**src/rtl/sprite_pkg.sv**
```systemverilog
// Sprite attribute layout, hit record and scan states shared by
// the scanner, the sprite driver and the attribute RAM writer.
package sprite_pkg;

  localparam int NUM_SPRITE = 32;
  localparam int MAX_HITS   = 8;
  localparam int SPRITE_H   = 16;
  localparam int IW         = $clog2(NUM_SPRITE);

  typedef struct packed {
    logic       vis;
    logic       flip;
    logic [9:0] x;
    logic [9:0] y;
    logic [1:0] rsvd;
    logic [7:0] tile;
  } sprite_attr_t;

  typedef struct packed {
    logic [IW-1:0] idx;
    logic [9:0]    x;
    logic [3:0]    row;
    logic [7:0]    tile;
    logic          flip;
  } sprite_hit_t;

  typedef enum logic [2:0] {
    IDLE  = 3'd0,
    ISSUE = 3'd1,
    EVAL  = 3'd2,
    EMIT  = 3'd3,
    DONE  = 3'd4
  } scan_state_t;

endpackage

```
**src/rtl/sprite_scanner.sv**
```systemverilog
// Per-scanline sprite evaluator: walks the attribute RAM and hands
// matching sprites to the pixel fetcher in index order.
import sprite_pkg::*;

module sprite_scanner #(
  parameter int NUM_SPRITE = sprite_pkg::NUM_SPRITE,
  parameter int MAX_HITS   = sprite_pkg::MAX_HITS,
  parameter int SPRITE_H   = sprite_pkg::SPRITE_H,
  localparam int IW        = $clog2(NUM_SPRITE),
  localparam int CW        = $clog2(MAX_HITS + 1)
) (
  input  logic          clk,
  input  logic          reset,
  input  logic          line_start,
  input  logic [9:0]    line,
  output logic [IW-1:0] attr_ra,
  input  logic [31:0]   attr_q,
  output logic          hit_valid,
  input  logic          hit_ready,
  output logic [IW-1:0] hit_idx,
  output logic [9:0]    hit_x,
  output logic [3:0]    hit_row,
  output logic [7:0]    hit_tile,
  output logic          hit_flip,
  output logic          busy,
  output logic          scan_done,
  output logic          overflow,
  output logic          missed_line
);

  scan_state_t   state;
  logic [IW-1:0] idx;
  logic [CW-1:0] cnt;
  logic [9:0]    line_r;

  sprite_attr_t  attr;
  logic [10:0]   diff;
  logic          match;
  logic          last;
  logic          full;
  logic          unused_rsvd;

  assign attr        = sprite_attr_t'(attr_q);
  assign unused_rsvd = ^attr.rsvd;

  // Borrow out means line_r < y: a sprite never wraps past row 1023.
  assign diff  = {1'b0, line_r} - {1'b0, attr.y};
  assign match = attr.vis && !diff[10]
              && (diff[9:0] < 10'(SPRITE_H));

  assign last      = idx == IW'(NUM_SPRITE - 1);
  assign full      = cnt == CW'(MAX_HITS);
  assign attr_ra   = idx;
  assign busy      = state != IDLE;
  assign scan_done = state == DONE;

  always_ff @(posedge clk) begin
    if (reset) begin
      state       <= IDLE;
      idx         <= '0;
      cnt         <= '0;
      line_r      <= '0;
      overflow    <= 1'b0;
      missed_line <= 1'b0;
      hit_valid   <= 1'b0;
      hit_idx     <= '0;
      hit_x       <= '0;
      hit_row     <= '0;
      hit_tile    <= '0;
      hit_flip    <= 1'b0;
    end else begin
      missed_line <= line_start && busy;
      unique case (state)
        IDLE: begin
          if (line_start) begin
            line_r   <= line;
            idx      <= '0;
            cnt      <= '0;
            overflow <= 1'b0;
            state    <= ISSUE;
          end
        end
        ISSUE: state <= EVAL;
        EVAL: begin
          if (match && full) begin
            overflow <= 1'b1;
            state    <= DONE;
          end else if (match) begin
            hit_idx   <= idx;
            hit_x     <= attr.x;
            hit_row   <= diff[3:0];
            hit_tile  <= attr.tile;
            hit_flip  <= attr.flip;
            hit_valid <= 1'b1;
            cnt       <= cnt + 1'b1;
            state     <= EMIT;
          end else if (last) begin
            state <= DONE;
          end else begin
            idx   <= idx + 1'b1;
            state <= ISSUE;
          end
        end
        EMIT: begin
          if (hit_ready) begin
            hit_valid <= 1'b0;
            if (last) begin
              state <= DONE;
            end else begin
              idx   <= idx + 1'b1;
              state <= ISSUE;
            end
          end
        end
        DONE: state <= IDLE;
        default: state <= IDLE;
      endcase
    end
  end

endmodule
```
**config.mk**
```make
export PLATFORM = sky130hd
export DESIGN_NAME = sprite_scanner
export DESIGN_NICKNAME = d
export VERILOG_FILES = /design/src/rtl/sprite_pkg.sv /design/src/rtl/sprite_scanner.sv
export SDC_FILE = /design/constraint.sdc
export NUM_CORES = 1
export LEC_CHECK = 0
export BUFFER_PORTS_ARGS = -buffer_cell sky130_fd_sc_hd__buf_2
export CAP_MARGIN = 20
export CELL_PAD_IN_SITES_DETAIL_PLACEMENT = 2
export CELL_PAD_IN_SITES_GLOBAL_PLACEMENT = 2
export CORE_UTILIZATION = 30
export DETAILED_ROUTE_END_ITERATION = 8
export GPL_ROUTABILITY_DRIVEN = 0
export HOLD_SLACK_MARGIN = 0.12
export PLACE_DENSITY_LB_ADDON = 0.1
export SYNTH_ARGS = -nofsm -noshare
export SYNTH_HDL_FRONTEND = slang
export SYNTH_SLANG_ARGS = --single-unit
```
**constraint.sdc**
```tcl
create_clock -name clk -period 4.4 [get_ports clk]
set_input_delay 0.44 -clock clk [delete_from_list [all_inputs] [get_ports clk]]
set_output_delay 0.44 -clock clk [all_outputs]
set_load 0.05 [all_outputs]
```
* Word-level counts from Yosys, hierarchy flattened *
Cells that the tools add are included.

storage, ports and cells
  flip-flop bits (word level) = 53
  input bits = 46
  logic and storage cells = 69

operators by class
  $add $sub $neg = 3
  magnitude comparators = 1
  equal/unequal tests = 12
  muxes and demuxes = 23
  bitwise gates (word level) = 1
  reductions and logical operators = 17

operators by type and width
  operator               number
  $mux W5                5
  $mux W3                5
  $pmux W5 S3            1
  $mux W4                3
  $ne A2 B2 Y1 const B   6
  $pmux W3 S4            1
  $sub A10 B10 Y11       1
  $lt A10 B5 Y1 const B  1
  $pmux W4 S2            1
  $reduce_and A4 Y1      2
  $eq A3 B2 Y1 const B   2
  $reduce_and A3 Y1      2
  $reduce_bool A3 Y1     2
  $add A5 B1 Y5 const B  1
  $eq A5 B5 Y1 const B   1
  $mux W1                5
  $reduce_and A5 Y1      1
  $add A4 B1 Y4 const B  1
  $eq A4 B4 Y1 const B   1
  $logic_and A1 B1 Y1    4
  $pmux W1 S2            2
  $reduce_and A2 Y1      2
  $reduce_bool A2 Y1     2
  $eq A3 B1 Y1 const B   1
  4 further kinds        4

* Logic depth before layout (Yosys ltp) *
  word-level depth = 7
  gate-level depth with buffers = 14
  depth with buffers taken out = 12

* Least setup slack after synthesis *
No wires, ideal clock.

  path type = input-to-reg
  start point = in attr_q[10]
  end point = reg cnt[3]
  setup time = 0.070 ns
  data arrival time = 2.811 ns
  slack = 1.520 ns
  stages = 12
  path buffers = 1
  cells stage by stage = ha_1 inv_1 fa_1 a211oi_2 o21bai_1 a21oi_1 nor4_2 nand4_1 or3_1 buf_2 or3_1 a21oi_1

between the ends
  longest elaborated chain between the ends = 7
  elaborated cells between the ends (all ways) = 9
  classes of those cells = add/sub: 1; order compare: 1; eq/ne: 2; reduce/logical: 5

ends and longest elaborated chain
  item                                                   RTL line              text
  start: declaration                                     sprite_scanner.sv:17  input logic [31:0] attr_q,
  $sub A10 B10 Y11 (*)                                   sprite_scanner.sv:47  assign diff = {1'b0, line_r} - {1'b0, attr.y};
  branches (longest 2 deep; another with $lt A10 B5 Y1)  --
  $logic_and A1 B1 Y1 (*)                                sprite_scanner.sv:49  && (diff[9:0] < 10'(SPRITE_H));
  $logic_and A1 B1 Y1                                    sprite_scanner.sv:85  if (match && full) begin
  $ne A2 B2 Y1 (no source line)                          --
  $reduce_and A4 Y1 (no source line) (*)                 --
  end signal: assignment                                 sprite_scanner.sv:95  cnt <= cnt + 1'b1;
  end: declaration                                       sprite_scanner.sv:33  logic [CW-1:0] cnt;

Every way passes the cells marked *.
A chain may end at the register's enable or synchronous reset.

* Worst setup path in the final report *
  start point = reg line_r[0]
  end point = reg cnt[2]

between the ends
  longest elaborated chain between the ends = 7
  elaborated cells between the ends (all ways) = 9
  classes of those cells = add/sub: 1; order compare: 1; eq/ne: 2; reduce/logical: 5

ends and longest elaborated chain
  item                                                   RTL line              text
  start: declaration                                     sprite_scanner.sv:34  logic [9:0] line_r;
  start signal: assignment                               sprite_scanner.sv:76  line_r <= line;
  $sub A10 B10 Y11 (*)                                   sprite_scanner.sv:47
  branches (longest 2 deep; another with $lt A10 B5 Y1)  --
  $logic_and A1 B1 Y1 (*)                                sprite_scanner.sv:49
  $logic_and A1 B1 Y1                                    sprite_scanner.sv:85
  $ne A2 B2 Y1 (no source line)                          --
  $reduce_and A4 Y1 (no source line) (*)                 --

Marked as above.

==> results.ini <==
[route]
wire_per_inst_um=15.2
drt_pass1_iterations=4
drt_wl_total_um=8140
drc_errors=0
initialDrtViolationCount=23
viasPerCell=5.07
vias=2709
final_antenna_net_count=0

[status]
status=completed

[synth]
syn-num-nets=412
async_flop_share_pct=0
synth_top_flop_cell=dfxtp_1
yosysWarnings=0
synth_seq_cells=53
synth_cell_types=45
synth_top_area_share_pct=39.8
avgSynthCellArea_um2=7.59
synth.yosys.seq_area_share_pct=39.8
synth-edff-count=0
synth_top_area_cell=dfxtp_1
synth_area_um2=2660
netlist_top_cells_area=dfxtp_1 (40%), nand2_1 (13%), a21oi_1 (9.6%), ha_1 (6.6%), inv_1 (3.0%)
synthCells=351

[power]
combPwrFrac_pct=16.0
p_clk_share_pct=31.6
p_leak_nw=1.39
irDropWorstVdd_uv=115
finalPower_mw=0.948
switching_share_pct=30.3
power.density_nw_per_um2=292
power.share.sequential_pct=52.4
cell_internal_pwr_mw=0.661
power.switching_mw=0.287

[layout]
area_delta_synth_final_pct=22.1
fin_nets=486
finalNonFillerCells=534
drive_above_1_share_pct=22.5
antenna_cells=0
final_cell_mix=nand2_1 (94), buf_2 (81), dfxtp_1 (53)
fill_cells=1066
final_common_cell=nand2_1

[timing]
setup_viol=0
slew_headroom_pct=41.7
holdWs_ns=0.349
finalHoldViolCount=0
finClkSkew_ns=0.0116
maxClockFrequency_ghz=0.290
worstMarginPinSlew_ns=0.875
drv_slew=0
finalSetupTns_ns=0
period_share_pct=78.4
min_period_ns=3.45
rsz0062_at_grt=false

[cts]
numCtsBuffers=5
cts.sinks=53
post_cts_buffers=0
clockRootBuffer=clkbuf_8
cts_tree=done
clk_pin_slew_ns=0.11
holdBufCountCts=0
cts_resized=0
cts_max_path_buffers=2
h-tree-depth=2
clkLatencyLatePin_ns=0.32

[die]
start_util_pct=30.7
die_w_um=96.2
ioPinCount=84
rows=34
core-area_um2=8680
dieArea_um2=9260
die_h_um=96.2

[worst_setup_path]
crit_slowest_cell=or3_1
critPathLaunchType=flop
cpPeakStageDelay_ns=0.57
cp_cell_sequence=inv_1 -> ha_1 -> inv_1 -> fa_1 -> a211oi_2 -> o21bai_1 -> a21oi_1 -> nor4_2 -> nand4_1 -> or3_1 -> buf_4 -> o21ai_0 -> a21oi_1
r2r-start=line_r[0]
end_kind=flop
arrival_ns=3.66
worstPathRequired_ns=4.61
critPathKind=reg2reg
crit_start=line_r[0]
path_max_fanout=20

[grt]
antenna_found_initial=0
gr-total-overflow=0
grt_max_degree=45
grt_use_total_pct=18.4
grt_pass1_vias=2670
grt_pass1_wl_um=13100

[min_path]
min_from=attr_q[24]
hp-class=in2reg

[placed_design]
hpwlAfterDp_um=5940
io_buffers=81
dp_cells=526

[flow_run]
drv_cap=0

==> cells in the mapped netlist, types with 5 or more instances <==
master,n
nor3_1,10
a21oi_1,51
nor2_1,17
nand3_1,6
or3_1,5
o21ai_0,10
ha_1,14
buf_2,5
nand2_1,94
clkbuf_1,11
nand2b_1,5
inv_1,21
dfxtp_1,53
==> worst paths after layout <==
path,to,depth (start not counted),slack [ns]
max,cnt[2],13,0.95
min,hit_x[4],3,0.35
max reg2reg,cnt[2],13,0.95
min reg2reg,hit_x[0],2,0.46
==> registers in the layout, summed over array words and instances (netlist names) <==
name and cells:
hit_valid 1, hit_tile 8, overflow 1, missed_line 1, state 3, line_r 10
hit_flip 1, attr_ra 5, hit_idx 5, hit_x 10, hit_row 4, cnt 4
==> kinds of logic after synthesis <==
group	synth area share (%)
buffers and inverters	5.45
AOI/OAI and AO/OA	19.6
muxes	1.50
adders and majority gates	7.33
xor gates and xnor gates	0.987
DFF	39.8
and+or+nand+nor	25.3
==> routing by layer <==
metal  global-route usage [%]  vias to the layer above  part of all wire (%)
met5                        0                        -                     0
met4                     4.98                        0                   1.4
met3                     3.00                       10                   3.1
met2                     33.5                       48                    51
met1                     22.3                     1306                    45
li1                         -                     1345                     -
==> power groups by stage <==
stage               Clock, mW  Sequential (mW)  Combinational, mW
detailed placement          0            0.508              0.154
global route            0.337            0.499              0.173
finish                  0.299            0.497              0.152
global placement            0            0.508              0.150
floorplan                   0            0.507              0.102
CTS                     0.316            0.497              0.155
==> through the flow <==
stage | cell area [um2] | utilization [%] | worst slack, ns
2_1_floorplan | 2660 | - | 1.52
5_1_grt | 3250 | 37.5 | 0.710
3_5_place_dp | 3160 | 36.4 | 0.785
6_report | 3250 | 37.5 | 0.950
3_3_place_gp | 3160 | 36.4 | 0.865
4_1_cts | 3250 | 37.5 | 0.926
==> cell type report <==
class                           count  area, um2  area share, %
Clock buffer                        5       68.8           2.12
Clock inverter                      3       25.0          0.770
Inverter                           21       78.8           2.42
Multi-Input combinational cell    261       1460           45.0
Sequential cell                    53       1060           32.6
Tap cell                          108        135           4.16
Timing Repair Buffer               83        420           12.9
==> critical path: cells and delay by family (launching register included) <==
| family | cells | cell delay, ns |
|---|---|---|
| adders and majority gates | 2 | 0.59 |
| and+or+nand+nor | 3 | 1.12 |
| AOI/OAI and AO/OA | 5 | 0.87 |
| buffers and inverters | 3 | 0.44 |
| DFF | 1 | 0.33 |
No activity file was read; power rests on OpenSTA's default activity.
